**config.mk**
```make
export PLATFORM = sky130hd
export DESIGN_NAME = gshare_predictor
export DESIGN_NICKNAME = d
export VERILOG_FILES = /design/src/rtl/gshare_pkg.sv /design/src/rtl/gshare_branch_history_reg.sv /design/src/rtl/gshare_predictor.sv
export SDC_FILE = /design/constraint.sdc
export NUM_CORES = 1
export LEC_CHECK = 0
export CELL_PAD_IN_SITES_DETAIL_PLACEMENT = 1
export CELL_PAD_IN_SITES_GLOBAL_PLACEMENT = 1
export CORE_ASPECT_RATIO = 2
export CORE_MARGIN = 2
export CORE_UTILIZATION = 35
export DETAILED_ROUTE_END_ITERATION = 7
export GPL_TIMING_DRIVEN = 0
export PLACE_DENSITY_LB_ADDON = 0.1
export SLEW_MARGIN = 10
export SYNTH_ARGS = -nofsm -noshare
export SYNTH_HDL_FRONTEND = slang
export SYNTH_SLANG_ARGS = --single-unit
```
**constraint.sdc**
```tcl
create_clock -name clk -period 4.05 [get_ports clk]
set_input_delay 0.6075 -clock clk [delete_from_list [all_inputs] [get_ports clk]]
set_output_delay 0.6075 -clock clk [all_outputs]
set_load 0.005 [all_outputs]
```
**src/rtl/gshare_pkg.sv**
```systemverilog
// Shared definitions for the branch direction predictors.
package gshare_pkg;

  localparam int MODE_BIMODAL = 0;
  localparam int MODE_GSHARE  = 1;

  // Saturating up/down counter step. The counter travels in a 32-bit container;
  // the caller truncates the result back to its own width.
  function automatic logic [31:0] sat_update(input logic [31:0] ctr,
                                             input logic        taken,
                                             input int unsigned width);
    logic [31:0] ctr_max;
    ctr_max = ~(32'hFFFF_FFFF << width);
    if (taken) begin
      sat_update = (ctr >= ctr_max) ? ctr_max : ctr + 32'd1;
    end else begin
      sat_update = (ctr == 32'd0) ? 32'd0 : ctr - 32'd1;
    end
  endfunction

endpackage

```
**src/rtl/gshare_branch_history_reg.sv**
```systemverilog
// Global branch history shift register; newest outcome enters at bit 0.
module branch_history_reg #(
  parameter int HIST_BITS = 4
) (
  input  logic                 clk,
  input  logic                 reset,
  input  logic                 shift_en,
  input  logic                 shift_in,
  output logic [HIST_BITS-1:0] history
);

  generate
    if (HIST_BITS == 1) begin : g_single
      // Single-bit history simply records the latest outcome.
      always_ff @(posedge clk) begin
        if (reset)         history <= '0;
        else if (shift_en) history <= shift_in;
      end
    end else begin : g_multi
      // Shift left, dropping the oldest outcome.
      always_ff @(posedge clk) begin
        if (reset)         history <= '0;
        else if (shift_en) history <= {history[HIST_BITS-2:0], shift_in};
      end
    end
  endgenerate

endmodule

```
**src/rtl/gshare_predictor.sv**
```systemverilog
// Bimodal / gshare branch direction predictor with a registered prediction
// and non-speculative history update at resolution.
module gshare_predictor
  import gshare_pkg::*;
#(
  parameter int INDEX_BITS = 4,
  parameter int CTR_BITS   = 2,
  parameter int HIST_BITS  = 4,
  parameter int MODE       = 1,
  parameter int INIT       = 1
) (
  input  logic                  clk,
  input  logic                  reset,
  input  logic                  request,
  input  logic [INDEX_BITS-1:0] req_pc,
  output logic                  prediction,
  output logic                  pred_valid,
  output logic [INDEX_BITS-1:0] pred_index,
  input  logic                  result,
  input  logic [INDEX_BITS-1:0] res_index,
  input  logic                  taken
);

  localparam int ENTRIES = 2 ** INDEX_BITS;

  logic [CTR_BITS-1:0]   ctr_table [ENTRIES];
  logic [HIST_BITS-1:0]  ghr;
  logic [INDEX_BITS-1:0] idx;
  logic [31:0]           ctr_upd;
  logic [CTR_BITS-1:0]   ctr_next;

  branch_history_reg #(.HIST_BITS(HIST_BITS)) u_ghr (
    .clk      (clk),
    .reset    (reset),
    .shift_en (result),
    .shift_in (taken),
    .history  (ghr)
  );

  // Index hash on the pre-update history; bimodal ignores the GHR.
  always_comb begin
    idx = req_pc;
    if (MODE == MODE_GSHARE) idx = req_pc ^ INDEX_BITS'(ghr);
  end

  // Next value for the entry being trained.
  always_comb begin
    ctr_upd  = sat_update(32'(ctr_table[res_index]), taken, CTR_BITS);
    ctr_next = ctr_upd[CTR_BITS-1:0];
  end

  // Counter table; nonblocking write keeps a same-edge read on the old value.
  always_ff @(posedge clk) begin
    if (reset) begin
      for (int i = 0; i < ENTRIES; i++) ctr_table[i] <= CTR_BITS'(INIT);
    end else if (result) begin
      ctr_table[res_index] <= ctr_next;
    end
  end

  // Registered prediction; index and direction hold between requests.
  always_ff @(posedge clk) begin
    if (reset) begin
      prediction <= 1'b0;
      pred_valid <= 1'b0;
      pred_index <= '0;
    end else if (request) begin
      prediction <= ctr_table[idx][CTR_BITS-1];
      pred_index <= idx;
      pred_valid <= 1'b1;
    end else begin
      pred_valid <= 1'b0;
    end
  end

endmodule

```
==> Yosys cells after proc, flatten, opt, wreduce, memory -nomap -nowiden <==
Memories as Yosys holds them, arrays and structs flattened. A register that Yosys moved wholly into a read port is not among the register bits.
Cells that the tools add are included.
Widths: inputs -> output; s select.
{ "totals": {"in_bits": 13, "out_inout_bits": 6, "word_cells": 22, "mem_count": 1, "mem_bits_rw": 32, "register_bits": 9} }
{ "memory_table": {"columns": ["memory", "depth", "word_bits", "rd", "rd_clocked_by_memory_dff", "wr", "line_no", "source"], "rows": [
  ["ctr_table", 16, 2, 2, 1, 16, "gshare_predictor.sv:26", "logic [CTR_BITS-1:0] ctr_table [ENTRIES];"]
]} }
{ "op_classes": {"reduce_logical": 2, "magnitude_cmp": 1, "n_mux": 12, "n_bitwise": 1, "n_addsub": 2} }
{ "op_table": {"columns": ["op", "n"], "rows": [
  ["$mux 2", 4],
  ["$mux 1", 7],
  ["$mux 4", 1],
  ["$xor 4x4->4", 1],
  ["$add 2x1->2 const B", 1],
  ["$ge 2x2->1 const B", 1],
  ["$logic_not 2->1", 1],
  ["$reduce_or 2->1", 1],
  ["$sub 2x1->2 const B", 1]
]} }

==> Logic depth before layout (Yosys ltp) <==
{ "depth": {"ltp_word": 5, "depth_mapped": 8, "ltp_nobuf": 5} }

==> Cells and area by module <==
From an unflattened synthesis, not the netlist that was laid out.
{ "unflattened": {"cells_unflattened": 200, "hier_area_um2": 2205.9} }
{ "modules_own_cells": {"columns": ["module", "area_per_inst_um2", "cells_per_inst", "instances"], "rows": [
  ["gshare_predictor", 2065.7, 187, 1],
  ["branch_history_reg", 140.1, 13, 1]
]} }

==> Worst setup path before layout <==
No wires, ideal clock.
{ "synth_path": {"path_type": "input to register", "from": "input res_index[0]", "to": "memory ctr_table[0][0] (data pin)", "setup_time_ps": 292, "arrival_time_ps": 1952, "setup_slack_ps": 1806, "cell_stages": 7, "n_path_buf": 2, "cell_sequence": "buf_6 > mux4_2 > a22oi_1 > and3_4 > maj3_4 > buf_6 > nand3_1"} }
{ "synth_lines": {"columns": ["element", "line_no", "source"], "rows": [
  ["start: declaration", "gshare_predictor.sv:20", "input logic [INDEX_BITS-1:0] res_index,"],
  ["end: declaration", "gshare_predictor.sv:26", null]
]} }

==> out/summary.md <==
### Run status
- **run status** completed

### Synth
- **share of flip-flops with an asynchronous set or reset after synthesis** 0
- **number of nets produced by synthesis** 198
- **post-synthesis register bit count** 42
- **primary flip-flop cell chosen by synthesis mapping** edfxtp_1
- **Area contributors post-synth** edfxtp_1 43%, dfxtp_1 8.9%, mux4_2 8.0%, mux4_1 4.7%, nand2b_1 3.6%
- **syn avg cell area** 12.1 µm²
- **most common cell in the netlist** edfxtp_1
- **number of synthesis warnings** 0
- **number of flops mapped to enable cells by yosys** 32
- **Synth top area share** 0.428
- **count of different cell masters after synthesis** 35
- **cell types with the highest counts after synthesis** 32 x edfxtp_1, 21 x nand2_1, 14 x nand3_1, 14 x nor2_1, 13 x nand2b_1
- **share of the yosys chip area belonging to registers** 0.517
- **post-synthesis cell count** 185
- **post-synthesis instance area** 0.00225 mm²
- **library cell with the largest summed area after synthesis** edfxtp_1

### Floorplan
- **boundary pin count** 19
- **starting utilization of the core area** 0.359
- **die footprint** 0.00711 mm²
- **horizontal die dimension** 60.6 µm
- **Placement Rows** 41
- **Std-Cell Core Area** 0.00626 mm²
- **die span in y** 117 µm

### Worst setup path
- **delay of the slowest cell on the worst path** 0.65 ns
- **category of the worst setup path launch point** input pin
- **critical path's most frequent cell** buf_6
- **Critical Path Sink Type** flop
- **cell class contributing the biggest share of worst-path delay** buffers and inverters
- **Bufs and invs on worst path** 3
- **required time of the critical path** 4.03 ns
- **critical-path maximum fanout** 10
- **cell with the biggest individual delay on the critical path** clkdlybuf4s50_1
- **category of the most critical setup path** input pin to flop
- **CP arrival** 2.89 ns
- **ordered cell list for the critical path** clkdlybuf4s50_1 > buf_6 > mux4_2 > a22oi_1 > and3_4 > maj3_4 > buf_6 > nand3_1

### Global route
- **global route total overflow** 0
- **via count of the first global-routing pass** 1623
- **number of antenna violations at the first check in global routing** 0
- **largest net degree at the start of global routing** 13
- **Total GRT Usage** 0.180
- **global-route wire length before repair** 8.78 mm

### Finish
- **share of post-route cells with drive strength above 1** 0.226
- **ANT cells** 0
- **post-layout utilization of the core** 0.423
- **filler cell count in the final layout** 689
- **final layout net count** 220
- **area added between synthesis and finish** 18.0%

### STA
- **tightest hold margin** 0.494 ns
- **Setup TNS Final** 0 ns
- **Period minus WS final** 2.92 ns
- **maximum clock skew at final layout** 0.00553 ns
- **unrepaired setup endpoints after global routing** no
- **max-slew violation count** 0
- **final hold violation count** 0
- **post-route clock period utilization** 0.720
- **final setup violation count** 0
- **relative slew slack** 0.245
- **top achievable clock speed** 343 MHz
- **transition time at the pin with the least slew margin** 1.12 ns

### Clock tree
- **total clock sinks** 42
- **source-to-sink clock delay at the later pin of the worst-skew pair** 0.29 ns
- **worst-case clock buffer depth** 2
- **Setup Buffers After CTS** 0
- **level count of the clock H-tree** 2
- **number of hold buffers added after cts** 0
- **Clock Pin Slew Worst Setup and Hold Paths** 0.05 ns
- **clock buffers created by TritonCTS** 5
- **clock tree root driver cell** clkbuf_16
- **TritonCTS clock tree** done
- **post-cts gate resize count** 0

### Power and ir drop
- **Max VDD drop** 0.000238 V
- **LEAKAGE** 0.863 nW
- **PD cells** 391 mW/mm²

### Routing
- **First-pass DRT Iterations** 4
- **DRC Markers** 0
- **number of vias after detailed routing** 1508
- **iteration-0 DRC count of the detailed router** 54
- **routed len/inst** 19.4 µm
- **wire length reported by the detailed router** 5.70 mm
- **routed via count divided by cell count** 5.13
- **Final ANT Viol Nets** 0

### Place
- **HPWL after detailed placement** 4.41 mm
- **RD Place Congestion** 0.828
- **port buffer count** 15

### Min path
- **path category of the worst min-delay check** flop to flop

### Job
- **number of maximum-capacitance violations** 0

layout by cell type (no fill, tap or decap), types with 4 or more instances in the layout:
cell type / count
buf_2: 5
clkbuf_1: 8
clkbuf_16: 5
clkdlybuf4s50_1: 15
dfxtp_1: 10
edfxtp_1: 32
mux2i_1: 6
mux4_1: 4
mux4_2: 8
nand2_1: 21
nand2b_1: 13
nand3_1: 14
nor2_1: 14
nor2_2: 10
nor2b_1: 4
nor3_1: 4
where the power goes:
group          switching, mW  total [mW]  internal (mW)
Sequential           0.00820       0.486          0.478
Combinational         0.0787       0.145         0.0664
Clock                  0.158       0.404          0.246
Total                  0.245        1.04          0.790
stage by stage:
stage | instance area (µm²) | total power, mW | std cells | setup slack (ns)
2_1_floorplan | 2250 | 0.589 | 185 | 1.81
3_3_place_gp | 2500 | 0.639 | 286 | 0.805
3_5_place_dp | 2500 | 0.643 | 286 | 0.801
4_1_cts | 2650 | 1.05 | 294 | 1.12
5_1_grt | 2650 | 1.08 | 294 | 1.03
6_report | 2650 | 1.04 | 294 | 1.13
cell families after synthesis:
logic type                 after synthesis  share of synthesized area
xor gates and xnor gates                 4                     0.0156
and+or+nand+nor                         95                      0.230
muxes                                   20                      0.164
AOI/OAI and AO/OA                        6                     0.0217
DFF                                     42                      0.517
adders and majority gates                2                     0.0123
buffers and inverters                   16                     0.0396
layout make-up:
cell class / count / area [µm²] / area share
multi-input combinational: 127 / 996 / 0.376
inverter: 2 / 7.51 / 0.00283
tap: 86 / 108 / 0.0406
buffer: 14 / 81.3 / 0.0307
timing repair buffer: 15 / 150 / 0.0567
sequential: 42 / 1160 / 0.438
clock buffer: 8 / 146 / 0.0552
sequential cells by signal, summed over array words and instances (netlist names):
register       cells
ctr_table         32
pred_index         4
u_ghr.history      4
pred_valid         1
prediction         1
per-layer routing:
layer  vias to the layer above  GRT usage  share of wire
li1                        718          -              -
met1                       752      0.182           0.35
met2                        29      0.341           0.60
met3                         9     0.0264          0.026
met4                         0     0.0899          0.029
met5                         -          0              0
worst register-to-register path: stages, from the launching register on:
cell and delay (ns):
dfxtp_1 0.38, xor2_1 0.59, mux4_2 0.60, mux2_2 0.28
nand3_1 0.08, o311ai_0 0.12
final timing paths:
path | slack [ns] | startpoint | cells after the start | end
min | 0.49 | pred_index[2] | 2 | pred_index[2]
max reg2reg | 1.85 | u_ghr.history[0] | 5 | prediction
min reg2reg | 0.49 | pred_index[2] | 2 | pred_index[2]
max | 1.13 | res_index[0] | 8 | ctr_table[0][0]
(Power assumes the default switching activity.)
